<file path="src/rtl/tdm_pkg.sv">
// Shared types and helpers for the TDM demultiplexer.
package tdm_pkg;

    typedef enum logic {
        HUNT   = 1'b0,
        LOCKED = 1'b1
    } state_t;

    // Slot counter width; a single-channel frame still needs a 1-bit counter.
    function automatic int slot_width(input int n_ch);
        return (n_ch > 1) ? $clog2(n_ch) : 1;
    endfunction

endpackage

</file>
<file path="src/rtl/tdm_slot_counter.sv">
// Modulo-N_CH slot counter with clear, load-to-1 and advance controls.
module tdm_slot_counter
    import tdm_pkg::*;
#(
    parameter  int N_CH = 2,
    localparam int SW   = slot_width(N_CH)
) (
    input  logic          clk,
    input  logic          rst_n,
    input  logic          advance,
    input  logic          load1,
    input  logic          clear,
    output logic [SW-1:0] slot,
    output logic          last
);

    localparam logic [SW-1:0] LAST_SLOT = SW'(N_CH - 1);
    localparam logic [SW-1:0] ONE_SLOT  = (N_CH > 1) ? SW'(1) : '0;

    assign last = (slot == LAST_SLOT);

    always_ff @(posedge clk or negedge rst_n) begin
        if (!rst_n) begin
            slot <= '0;
        end else if (clear) begin
            slot <= '0;
        end else if (load1) begin
            slot <= ONE_SLOT;
        end else if (advance) begin
            slot <= last ? '0 : slot + SW'(1);
        end
    end

endmodule

</file>
<file path="src/rtl/tdm_demux.sv">
// TDM demultiplexer: aligns to sync, collects N_CH samples, presents a whole frame.
// Build option: define TDM_DEMUX_STRICT_SYNC_EN to treat a missing slot-0 sync as an error.
module tdm_demux
    import tdm_pkg::*;
#(
    parameter int N_CH = 2,
    parameter int W    = 1
) (
    input  logic              clk,
    input  logic              rst_n,
    input  logic [W-1:0]      din,
    input  logic              din_valid,
    input  logic              sync,
    output logic [N_CH*W-1:0] out,
    output logic              out_valid,
    output logic              err
);

    localparam int SW = slot_width(N_CH);

    state_t              state, state_nx;
    logic [SW-1:0]       slot, wr_slot;
    logic                last;
    logic [N_CH*W-1:0]   shadow, shadow_wr;
    logic                wr_en, wr_zero, complete, err_nx;
    logic                cnt_adv, cnt_load1, cnt_clear;

    tdm_slot_counter #(.N_CH(N_CH)) u_slot_counter (
        .clk     (clk),
        .rst_n   (rst_n),
        .advance (cnt_adv),
        .load1   (cnt_load1),
        .clear   (cnt_clear),
        .slot    (slot),
        .last    (last)
    );

    always_comb begin
        // NOTE: every signal assigned here gets a default first, so no path can infer a latch.
        state_nx  = state;
        wr_en     = 1'b0;
        wr_zero   = 1'b0;
        complete  = 1'b0;
        err_nx    = 1'b0;
        cnt_adv   = 1'b0;
        cnt_load1 = 1'b0;
        cnt_clear = 1'b0;
        if (din_valid) begin
            case (state)
                HUNT: begin
                    if (sync) begin
                        wr_en     = 1'b1;
                        wr_zero   = 1'b1;
                        cnt_load1 = 1'b1;
                        complete  = (N_CH == 1);
                        state_nx  = LOCKED;
                    end
                end
                LOCKED: begin
                    if (sync && slot != '0) begin
                        // Early sync restarts the frame; it never completes one.
                        err_nx    = 1'b1;
                        wr_en     = 1'b1;
                        wr_zero   = 1'b1;
                        cnt_load1 = 1'b1;
                    end else if (!sync && slot == '0) begin
`ifdef TDM_DEMUX_STRICT_SYNC_EN
                        err_nx    = 1'b1;
                        cnt_clear = 1'b1;
                        state_nx  = HUNT;
`else
                        wr_en     = 1'b1;
                        cnt_adv   = 1'b1;
                        complete  = last;
`endif
                    end else begin
                        wr_en    = 1'b1;
                        cnt_adv  = 1'b1;
                        complete = last;
                    end
                end
                default: state_nx = HUNT;
            endcase
        end
    end

    assign wr_slot = wr_zero ? '0 : slot;

    // Shadow with the incoming sample merged in; also the source for a completed frame.
    always_comb begin
        shadow_wr = shadow;
        shadow_wr[wr_slot*W +: W] = din;
    end

    always_ff @(posedge clk or negedge rst_n) begin
        if (!rst_n) begin
            // NOTE: the shadow is reset as well, so a reset mid-frame leaves no stale samples behind.
            state     <= HUNT;
            shadow    <= '0;
            out       <= '0;
            out_valid <= 1'b0;
            err       <= 1'b0;
        end else begin
            // NOTE: non-blocking assignments so every register samples pre-edge values.
            state     <= state_nx;
            if (wr_en)    shadow <= shadow_wr;
            if (complete) out    <= shadow_wr;
            out_valid <= complete;
            err       <= err_nx;
        end
    end

endmodule

</file>
<file path="config.mk">
export PLATFORM = sky130hd
export DESIGN_NAME = tdm_demux
export DESIGN_NICKNAME = d
export VERILOG_FILES = /design/src/rtl/tdm_pkg.sv /design/src/rtl/tdm_slot_counter.sv /design/src/rtl/tdm_demux.sv
export SDC_FILE = /design/constraint.sdc
export NUM_CORES = 1
export LEC_CHECK = 0
export CAP_MARGIN = 20
export CORE_AREA = 4 4 41 43
export CTS_CLUSTER_SIZE = 16
export DETAILED_ROUTE_END_ITERATION = 12
export DIE_AREA = 0 0 45 47
export HOLD_SLACK_MARGIN = 0.12
export PLACE_DENSITY = 0.6
export SYNTH_ARGS = -nofsm -noshare
export SYNTH_HDL_FRONTEND = slang
export SYNTH_HIERARCHICAL = 1
export SYNTH_SLANG_ARGS = --single-unit
</file>
<file path="constraint.sdc">
create_clock -name clk -period 2.03 [get_ports clk]
set_input_delay 0.406 -clock clk [delete_from_list [all_inputs] [get_ports clk]]
set_output_delay 0.406 -clock clk [all_outputs]
set_load 0.02 [all_outputs]
</file>
==> results.md <==
* Status: complete, no violations
* Period utilisation layout at 0.7948
* Top cells by area, synth: dfrtp_1 (53%), mux2_4 (8.0%), mux2_1 (6.0%)
* Clk sinks at 8
* Total global-route track usage at 0.07815
* Min-delay worst type: in2async
* Post-CTS Setup Bufs at 0
* First drt pass iteration count at 2
* Critical Path RT at around 1600 ps
* Max stage delay on crit path at ~610 ps
* Place WS at approximately 180 ps
* Area Growth Syn to Fin at 30.33%
* Reg2reg end: out[0]
* Initial antenna violation count at 0
* Skew final at roughly 7.8 ps
* Yosys reg bits at 8
* Leakage power at between 0.2 and 0.25 nW
* Cell Count, Final, Fillers Out at 56
* Reg2reg start: u_slot_counter/last
* Fillers at around 130
* Routability cong. at between 0.7 and 0.8
* Die span in x at roughly 45 um
* Syn Std Cell Area at about 380 um^2
* Combined area of the multi-input logic cells at roughly 160 um^2
* CTS tree: done
* Vias per cell at approximately 4.5
* Critical path cell sequence: clkdlybuf4s50_1
* DRC at 0
* Clock-pin slew on the worst setup and hold paths at around 60 ps
* Latest clock arrival within the worst-skew pair at 250 ps
* Post-synth top area share at 0.5333
* Maximum vdd ir drop at roughly 390 uV
* Met3 Use GR at 0.04981
* PnR worst setup slack at about 420 ps
* Sequential cell area at between 200 and 250 um^2
* Critical setup path kind: reg2out
* Placed cells at 53
* Post-cts repair resize count at 0
* Post-synthesis sequential area ratio at 0.5333
* Register-to-Register Path Depth at 3
* Grt peak-use layer: met2
* Slowest CP cell: clkdlybuf4s50_1
* Min Tclk post-route at about 1600 ps
* CTS Root Cell: clkbuf_4
* Post-synthesis area per instance at between 10 and 15 um^2
* Total Neg Setup Slack at 0 ps
* Drt first-iter violations at 5
* Chip Height at roughly 47 um
* Worst path buffer plus inverter count at 1
* Setup slack, reg-to-reg at ~640 ps
* Hpwl dp at 509.1 um
* Synth Instances at 31
* First-pass GRT wire length at about 1000 um
* Clock Tree Buf Depth at 2
* Max FO, Critical Path at 2
* Area after DPL at between 400 and 500 um^2
* Nets at 48
* Yosys top cell by area: dfrtp_1
* Number of CTS-inserted buffers at 3
* Number of global-route vias before repair at about 250
* Met2 Use GR at 0.1017
* Crit-path leading delay family: buffers and inverters
* Initial Util at 0.2885
* Average wire per standard cell at ~12 um
* Cell variety after synth at 17
* H-Tree Depth at 1
* Arrival @ worst endpoint at approximately 1200 ps
* Fmax at roughly 0.62 GHz
* Die Area at 2115 um^2
* Startpoint types: flip-flop
* Core ar. at between 1000 and 1500 um^2
* Std-Cell Rows at 13
* Pin count of the biggest net entering global routing at 9
* GR Overflow Total at 0
* Max-slew violations at 0
* Final Hold Vio Count at 0
* Met1 Use GR at 0.08645
* Most frequent cells in the layout: dfrtp_1 (8), clkdlybuf4s50_1 (8), nand2_1 (3), clkbuf_4 (3)
* Port-buffer cells at 8
* Ant diodes at 0
* ANT nets after route at 0
* Syn nets at 36
* IO Count at 9
* RSZ-0062 raised after global routing: no
* Post-route cell area at roughly 490 um^2
* Pwr per Cell Area at 1041 nW/um^2
* Cts hold-fix bufs at 0
* Final Setup Violations at 0
* Crit. End Element: output port
* Fraction of layout cells with a size suffix above 1 at 0.2195
* Post-Route WL at ~650 um
* Max cap viols at 0
* Core Util, Final at 0.3760
* Overall via count from detail_route at roughly 250
* YS warnings at 6
[worst register-to-register path: cells and delay by family (launching register included)]
family | cells | cell delay (ps)
flops | 1 | 440
compound gates | 1 | 220
mux | 2 | 600
[where the power goes]
group	switching, mW	internal [mW]
clock	0.0507	0.0674
sequential	0.0230	0.198
combinational	0.0694	0.101
total	0.143	0.366
[through the flow]
| stage | hold WS (ps) | power [mW] |
|---|---|---|
| global route | 448.9 | 0.5478 |
| CTS | 430.6 | 0.5222 |
| global placement | 489.0 | 0.3917 |
| detailed placement | 497.0 | 0.3993 |
| floorplan | 110.4 | 0.3263 |
| finish | 425.2 | 0.5095 |
[state kept, by name, summed over array words and instances, names as in the netlist]
register,cells
u_slot_counter/last,1
out_valid,1
state,1
out,2
shadow,2
err,1
[Yosys cell counts, drive strengths merged]
| cell | count |
|---|---|
| nand4b | 1 |
| and4 | 1 |
| a21oi | 2 |
| nor2b | 1 |
| nand2b | 1 |
| conb | 1 |
| mux2 | 6 |
| o21ai | 1 |
| buf | 1 |
| nor2 | 2 |
| nand2 | 3 |
| a21boi | 1 |
| inv | 1 |
| dfrtp | 8 |
| xnor2 | 1 |
[layout make-up]
cell class	instances	share of cell area
Tap cell	15	0.03836
Sequential cell	8	0.4092
Multi-Input combinational cell	21	0.3350
Inverter	1	0.007673
Timing Repair Buffer	8	0.1637
Clock buffer	3	0.04604
[metal layers]
layer	vias up	wire length, um
met5	-	0
met4	0	10
met3	2	38
met2	4	331
met1	120	271
li1	127	-
[worst max-delay path by stage]
| stage | startpoint | to | slack, ps | cells past startpoint |
|---|---|---|---|---|
| 4_1_cts | out[0] | out[0] | 380 | 1 |
| 6_report | out[0] | out[0] | 420 | 1 |
| 2_1_floorplan | u_slot_counter/last | out[0] | 690 | 4 |
| 3_3_place_gp | sync | out[0] | 210 | 4 |
| 3_5_place_dp | din_valid | out[0] | 180 | 4 |
| 5_1_grt | out[0] | out[0] | 350 | 1 |
[cells by family after synthesis]
family / count (synthesis) / synth area share
compound gates: 4 / 0.06999
xor+xnor: 1 / 0.02334
buf+inv: 2 / 0.03000
flops: 8 / 0.5333
mux: 6 / 0.2000
other cells: 1 / 0.009990
simple gates: 9 / 0.1334
No activity file was read; power rests on OpenSTA's default activity.
